## config.mk

```make
export PLATFORM = sky130hd
export DESIGN_NAME = ram_port_arbiter
export DESIGN_NICKNAME = d
export VERILOG_FILES = /design/src/rtl/ram_port_arbiter.sv
export SDC_FILE = /design/constraint.sdc
export NUM_CORES = 1
export LEC_CHECK = 0
export ABC_AREA = 1
export CAP_MARGIN = 0
export CORE_UTILIZATION = 45
export CTS_CLUSTER_DIAMETER = 120
export CTS_CLUSTER_SIZE = 8
export DETAILED_ROUTE_END_ITERATION = 8
export PLACE_DENSITY_LB_ADDON = 0.15
export SLEW_MARGIN = 5
export SYNTH_ARGS = -nofsm -noshare
export SYNTH_HDL_FRONTEND = slang
export SYNTH_SLANG_ARGS = --single-unit
```

## constraint.sdc

```tcl
create_clock -name clk -period 2.2 [get_ports clk]
set_clock_uncertainty 0.05 [all_clocks]
set_input_delay 0.66 -clock clk [delete_from_list [all_inputs] [get_ports clk]]
set_output_delay 0.66 -clock clk [all_outputs]
set_load 0.02 [all_outputs]
```

## src/rtl/ram_port_arbiter.sv

```systemverilog
// Two-port round-robin arbiter in front of a single-port RAM.
// Each grant issues exactly one RAM access; read data returns with a one-cycle valid strobe.
//
// state   | meaning
// IDLE    | waiting for a request; picks the winner and issues its command
// GRANT   | grant pulse and RAM strobe are on the outputs
// RD_WAIT | RAM read data is on data_out and is captured for the winner
module ram_port_arbiter #(
  parameter int DATA_WIDTH = 8,
  parameter int ADDR_WIDTH = 4
) (
  input  logic                  clk,
  input  logic                  rst,
  input  logic                  req0,
  input  logic                  we0,
  input  logic [ADDR_WIDTH-1:0] addr0,
  input  logic [DATA_WIDTH-1:0] wdata0,
  output logic                  gnt0,
  output logic                  rvalid0,
  output logic [DATA_WIDTH-1:0] rdata0,
  input  logic                  req1,
  input  logic                  we1,
  input  logic [ADDR_WIDTH-1:0] addr1,
  input  logic [DATA_WIDTH-1:0] wdata1,
  output logic                  gnt1,
  output logic                  rvalid1,
  output logic [DATA_WIDTH-1:0] rdata1,
  output logic                  we_enb,
  output logic                  re_enb,
  output logic [ADDR_WIDTH-1:0] wr_addr,
  output logic [ADDR_WIDTH-1:0] rd_addr,
  output logic [DATA_WIDTH-1:0] data_in,
  input  logic [DATA_WIDTH-1:0] data_out
);

  typedef enum logic [1:0] {
    IDLE    = 2'd0,
    GRANT   = 2'd1,
    RD_WAIT = 2'd2
  } state_t;

  state_t state, state_nxt;
  logic   rr_ptr, rr_ptr_nxt;
  logic   win_l, we_l;

  logic                  any_req, win, win_we;
  logic [ADDR_WIDTH-1:0] win_addr;
  logic [DATA_WIDTH-1:0] win_wdata;

  logic                  gnt0_d, gnt1_d, rvalid0_d, rvalid1_d;
  logic                  we_enb_d, re_enb_d;
  logic [ADDR_WIDTH-1:0] wr_addr_d, rd_addr_d;
  logic [DATA_WIDTH-1:0] data_in_d, rdata0_d, rdata1_d;

  // rr_ptr only breaks ties; a lone requester always wins
  always_comb begin
    any_req   = req0 | req1;
    win       = (req0 & req1) ? rr_ptr : req1;
    win_we    = win ? we1    : we0;
    win_addr  = win ? addr1  : addr0;
    win_wdata = win ? wdata1 : wdata0;
  end

  always_ff @(posedge clk) begin
    if (rst) begin
      state  <= IDLE;
      rr_ptr <= 1'b0;
      win_l  <= 1'b0;
      we_l   <= 1'b0;
    end else begin
      state  <= state_nxt;
      rr_ptr <= rr_ptr_nxt;
      if (state == IDLE && any_req) begin
        win_l <= win;
        we_l  <= win_we;
      end
    end
  end

  always_comb begin
    state_nxt  = state;
    rr_ptr_nxt = rr_ptr;
    case (state)
      IDLE: begin
        if (any_req) state_nxt = GRANT;
      end
      GRANT: begin
        state_nxt  = we_l ? IDLE : RD_WAIT;
        rr_ptr_nxt = ~win_l;
      end
      RD_WAIT: state_nxt = IDLE;
      default: state_nxt = IDLE;
    endcase
  end

  // Next values for the output registers; addresses and read data hold by default
  always_comb begin
    gnt0_d    = 1'b0;
    gnt1_d    = 1'b0;
    rvalid0_d = 1'b0;
    rvalid1_d = 1'b0;
    we_enb_d  = 1'b0;
    re_enb_d  = 1'b0;
    wr_addr_d = wr_addr;
    rd_addr_d = rd_addr;
    data_in_d = data_in;
    rdata0_d  = rdata0;
    rdata1_d  = rdata1;
    case (state)
      IDLE: begin
        if (any_req) begin
          gnt0_d = ~win;
          gnt1_d = win;
          if (win_we) begin
            we_enb_d  = 1'b1;
            wr_addr_d = win_addr;
            data_in_d = win_wdata;
          end else begin
            re_enb_d  = 1'b1;
            rd_addr_d = win_addr;
          end
        end
      end
      RD_WAIT: begin
        if (win_l) begin
          rvalid1_d = 1'b1;
          rdata1_d  = data_out;
        end else begin
          rvalid0_d = 1'b1;
          rdata0_d  = data_out;
        end
      end
      default: ;
    endcase
  end

  always_ff @(posedge clk) begin
    if (rst) begin
      gnt0    <= 1'b0;
      gnt1    <= 1'b0;
      rvalid0 <= 1'b0;
      rvalid1 <= 1'b0;
      rdata0  <= '0;
      rdata1  <= '0;
      we_enb  <= 1'b0;
      re_enb  <= 1'b0;
      wr_addr <= '0;
      rd_addr <= '0;
      data_in <= '0;
    end else begin
      gnt0    <= gnt0_d;
      gnt1    <= gnt1_d;
      rvalid0 <= rvalid0_d;
      rvalid1 <= rvalid1_d;
      rdata0  <= rdata0_d;
      rdata1  <= rdata1_d;
      we_enb  <= we_enb_d;
      re_enb  <= re_enb_d;
      wr_addr <= wr_addr_d;
      rd_addr <= rd_addr_d;
      data_in <= data_in_d;
    end
  end

endmodule

```

### After elaboration in Yosys (flattened, before gate mapping)

Index checks and enable logic that the tools add are counted.
Widths: inputs -> output; s select.

| storage, ports and cells | value |
|---|---|
| flip-flop bits (word level) | 43 |

| operators by class | value |
|---|---|
| equal/unequal tests | 3 |
| muxes and demuxes | 11 |
| bitwise logic cells | 8 |
| reduce and logical (&&, ||, !) cells | 8 |

Operators by type and width:

| cell | number |
|---|---|
| $mux 8 | 1 |
| $mux 1 | 6 |
| $not 1->1 | 6 |
| $reduce_and 3->1 | 2 |
| $mux 2 | 2 |
| $mux 4 | 1 |
| $pmux 2 s2 | 1 |
| $reduce_and 2->1 | 2 |
| $reduce_or 3->1 | 1 |
| $eq 2x1->1 const B | 1 |
| $eq 2x2->1 const B | 1 |
| $logic_not 2->1 | 1 |
| $ne 2x2->1 const B | 1 |
| $reduce_or 2->1 | 1 |
| $and 1x1->1 | 1 |
| $logic_and 1x1->1 | 1 |
| $or 1x1->1 | 1 |

### Depth between registers and ports, before layout

Gate-level depths: netlist (run 1).

| logic depth | value |
|---|---|
| word-level depth | 5 |
| gate-level depth with buffers | 9 |
| depth with buffers taken out | 8 |

### Least setup slack after synthesis (run 1)

No wires, ideal clock.

| path | value |
|---|---|
| path type | input to register |
| start point | input port req0 |
| end point | register wr_addr[0] |
| library setup time | 0.113 ns |
| arrival | 1.340 ns |
| data required time | 2.037 ns |
| slack | 0.698 ns |
| stages | 7 |
| cells stage by stage | nand2_1 nand2_2 nand2_1 nand3_4 buf_4 nor2_1 nor2_1 |

| on the way | value |
|---|---|
| word-level cells in the longest chain between the ends | 4 |
| elaborated cells between the ends (all ways) | 6 |
| those cells by class | mux: 3; bitwise: 2; reduce/logical: 1 |

Ends and longest elaborated chain:

| item | RTL line | RTL |
|---|---|---|
| start: declaration | 14 | `input logic req0,` |
| $and 1x1->1 | 58 | `win = (req0 & req1) ? rr_ptr : req1;` |
| $mux 1 | 58 |  |
| $mux 1 | 59 | `win_we = win ? we1 : we0;` |
| $reduce_and 3->1 (no line) | n/a |  |
| end signal: assignment | 159 | `wr_addr <= wr_addr_d;` |
| end: declaration | 30 | `output logic [ADDR_WIDTH-1:0] wr_addr,` |

Several ways; a longest one is shown, not always the timed one.
A chain may end at the register's enable or synchronous reset.

### Worst setup path in the final report (run 1)

| path | value |
|---|---|
| start point | register rd_addr[0] |
| end point | output port rd_addr[0] |

RTL lines:

| item | RTL line | RTL |
|---|---|---|
| start: declaration | 31 | `output logic [ADDR_WIDTH-1:0] rd_addr,` |
| start signal: assignment | 160 | `rd_addr <= rd_addr_d;` |

No word-level cell between the ends.

==> impl_results.md, run 1 <==
- Hold Path End: rdata1[7]$_SDFFE_PP0P_
- CP Max Fanout: 2
- WL/cell: 10.23 um
- Min cycle time layout: 1.969 ns
- Fillers: 331
- Reg clk slew, reported paths: 0.08 ns
- GPL Wtd Cong: about 0.75
- Fin Hold WS: approximately 0.39 ns
- Synthesized instance count: 253
- Yosys synthesis warning count: 0
- Max-Cap Viols: 0
- 1st-iter DRT viols: between 50 and 60
- GRT Residual Overflow: 0
- Std cell rows: 22
- Antenna Violating Nets Remaining: 0
- Stages on worst setup path: 1
- Hold_sp: rdata1[7]$_SDFFE_PP0P_
- Worst EP arrival: 1.26 ns
- Die Height: 64.46 um
- Final worst path period share: about 90%
- Peak supply drop: approximately 500 uV
- Pre-CTS WS: ~0.031 ns
- Via Count: 1701
- ANT cells: 0
- Cts bufs inserted: 5
- Setup slack, reg-to-reg: around 0.84 ns
- Seq pwr share: between 40% and 50%
- Int Power: 1.267 mW
- Drt pass-1 iters: 4
- Final setup TNS: 0 ns
- Register bit total from synthesis: 43
- Met2 Usage GRT: about 36%
- Min-Delay Path Depth: 2
- Worst Path Required: about 1.5 ns
- RSZ-0062 raised after global routing: false
- Unique masters post-synth: 19
- Leakage power: roughly 1.2 nW
- Switch share: a little under 30%
- WS Path Type: flop to output pin
- Avg Synthesized Cell Area: approximately 6.9 um2
- Core Box Area: roughly 3700 um2
- Pwr dens: slightly below 700 nW/um2
- Yosys top cell area share: around half
- CTS Buffer Depth: 2
- Clk_lat worst skew: around 0.29 ns
- CTS H-tree depth: 2
- R2R cell count: 4
- Total wire length: between 3 and 4 mm
- Dpl hpwl: roughly 2.8 mm
- CP top delay family: buffers and inverters
- Final slew viol count: 0
- Footprint of the multi-input gates: between 600 and 700 um2
- Die footprint: between 4000 and 5000 um2
- Worst-Margin Slew: 0.5407 ns
- Placed insts: between 300 and 400
- Max Freq: 507.8 MHz
- PortBufs: 75
- Post-cts sizing count: 0
- Antenna violations before repair: 0
- Starting Density: a little under half
- Die Span X: around 64 um
- Worst Hold Class: flop to flop
- Total Routing Usage GR: 21.27%
- Post-synth top area cell: dfxtp_1
- Largest net degree at the start of global routing: 26
- Util after Layout: 71.44%
- Logic pwr share: between 20% and 30%
- Hold Buf Count CTS: 0
- Layout cells sized above 1: 4.819%
- Global Route met3 Usage: between 7 and 8%
- CP cell instances: clkdlybuf4s50_1
- Startpoint types: flop
- First-pass GRT wire length: approximately 6.8 mm
- Vias per cell: approximately 4.5
- Busiest grt layer: met2
- CTS tree: built
- Vias in the first global route: between 1500 and 2000
- Num ports: between 70 and 80
- Fin nets: 369
- Top post-synthesis cells by area: dfxtp_1 49%, nand2_1 16%, inv_1 8.8%
- Clock Tree Root: clkbuf_8
- Share of the yosys chip area belonging to registers: between 40% and 50%
- Crit path max-delay cell type: clkdlybuf4s50_1
- DRC violations left: 0
- PnR worst setup slack: 0.2306 ns
- Clock power share: 26.9%
- Post-CTS Setup Bufs: 0
- Slowest stage delay, CP: 0.62 ns
- Crit end category: output pin
- Reg-to-reg endpoint: rdata0[1]$_SDFFE_PP0P_
- P_sw: about 0.52 mW
- Hold Fails Final Rpt: 0
- Clock net sink count: 43
- # setup viols final: 0
- GRT met1 Usage: approximately 24%
- Max_slew headroom: a little under two thirds
- Layout Cells excl Fill: 380
- Status: finished clean
- Reg2reg start: state[0]$_SDFFE_PP0P_
- Synthesis-to-finish area growth: 50.11%
- Post-Syn Nets: a little under 300
- CP Buf/Inv Count: 1
- Reg area: about 860 um2
- Post-Syn Area: 1755 um2
[metrics by stage]
stage / power [mW] / cell area [um2]
after detailed placement: 1.321 / 2550
after global placement: 1.315 / 2550
after floorplan: 1.120 / 1755
after CTS: 1.804 / 2635
after global routing: 1.905 / 2635
final: 1.782 / 2635
[registers in the layout, indices dropped and copies added, names as in the netlist, 2 cells and up]
register / cells
data_in: 8
rd_addr: 4
rdata1: 8
rdata0: 8
state: 2
wr_addr: 4
[worst max-delay path by stage]
| stage | start | endpoint | slack (ns) |
|---|---|---|---|
| final | rd_addr[0]$_SDFFE_PP0P_ | rd_addr[0] | 0.23 |
| after global routing | wr_addr[0]$_SDFFE_PP0P_ | wr_addr[0] | 0.15 |
| after CTS | wr_addr[0]$_SDFFE_PP0P_ | wr_addr[0] | 0.22 |
| after detailed placement | req1 | data_in[2]$_SDFFE_PP0P_ | 0.03 |
| after global placement | req1 | data_in[7]$_SDFFE_PP0P_ | 0.05 |
| after floorplan | req0 | wr_addr[0]$_SDFFE_PP0P_ | 0.70 |
[cell usage after synthesis (all sizes together)]
master and instances:
nor3 2, buf 7, clkbuf 2, clkinv 1
o21ai 17, a21oi 17, nor2 39, o22ai 1
dfxtp 43, o211ai 1, inv 41, nand3 6
nand2 76
[final cells by class]
| class | count | area share (%) |
|---|---|---|
| Inverter | 42 | 5.983 |
| Clock buffer | 6 | 2.754 |
| Timing Repair Buffer | 80 | 29.91 |
| Clock inverter | 2 | 0.4748 |
| Multi-Input combinational cell | 159 | 25.93 |
| Sequential cell | 43 | 32.67 |
| Tap cell | 48 | 2.279 |
[cells in the final DEF (no fill, tap or decap), drive strengths merged]
master | netlist | routed
nand2 | 76 | 76
clkdlybuf4s50 | 0 | 75
dfxtp | 43 | 43
inv | 41 | 41
nor2 | 39 | 39
o21ai | 17 | 17
a21oi | 17 | 17
clkbuf | 2 | 6
nand3 | 6 | 6
buf | 7 | 5
nor3 | 2 | 2
clkinv | 1 | 2
o22ai | 1 | 1
o211ai | 1 | 1
clkinvlp | 0 | 1
[per-layer routing]
| metal | share of wire, % | vias up |
|---|---|---|
| li1 | - | 916 |
| met4 | 1.9 | 0 |
| met5 | 0 | - |
| met3 | 7.0 | 7 |
| met2 | 45 | 58 |
| met1 | 46 | 720 |
[cell families after synthesis]
| logic type | share of synthesized area [%] |
|---|---|
| simple gates | 28.44 |
| buf+inv | 12.05 |
| flops | 49.04 |
| compound gates | 10.48 |
[power groups by stage]
stage | logic [mW] | clock network, mW | registers (mW)
floorplan | 0.176 | 0 | 0.944
global placement | 0.433 | 0 | 0.882
detailed placement | 0.438 | 0 | 0.883
CTS | 0.441 | 0.498 | 0.865
global route | 0.489 | 0.543 | 0.873
finish | 0.437 | 0.479 | 0.865
(Power assumes the default switching activity.)
==> run 2: changes to the inputs <==
--- a/config.mk
+++ b/config.mk
@@ -12,6 +12,7 @@
 export CTS_CLUSTER_SIZE = 8
 export DETAILED_ROUTE_END_ITERATION = 8
 export PLACE_DENSITY_LB_ADDON = 0.15
+export SETUP_SLACK_MARGIN = 0.05
 export SLEW_MARGIN = 5
 export SYNTH_ARGS = -nofsm -noshare
 export SYNTH_HDL_FRONTEND = slang
==> results of run 2 <==
No change in the layout: final DEF, timing and power equal those of run 1.
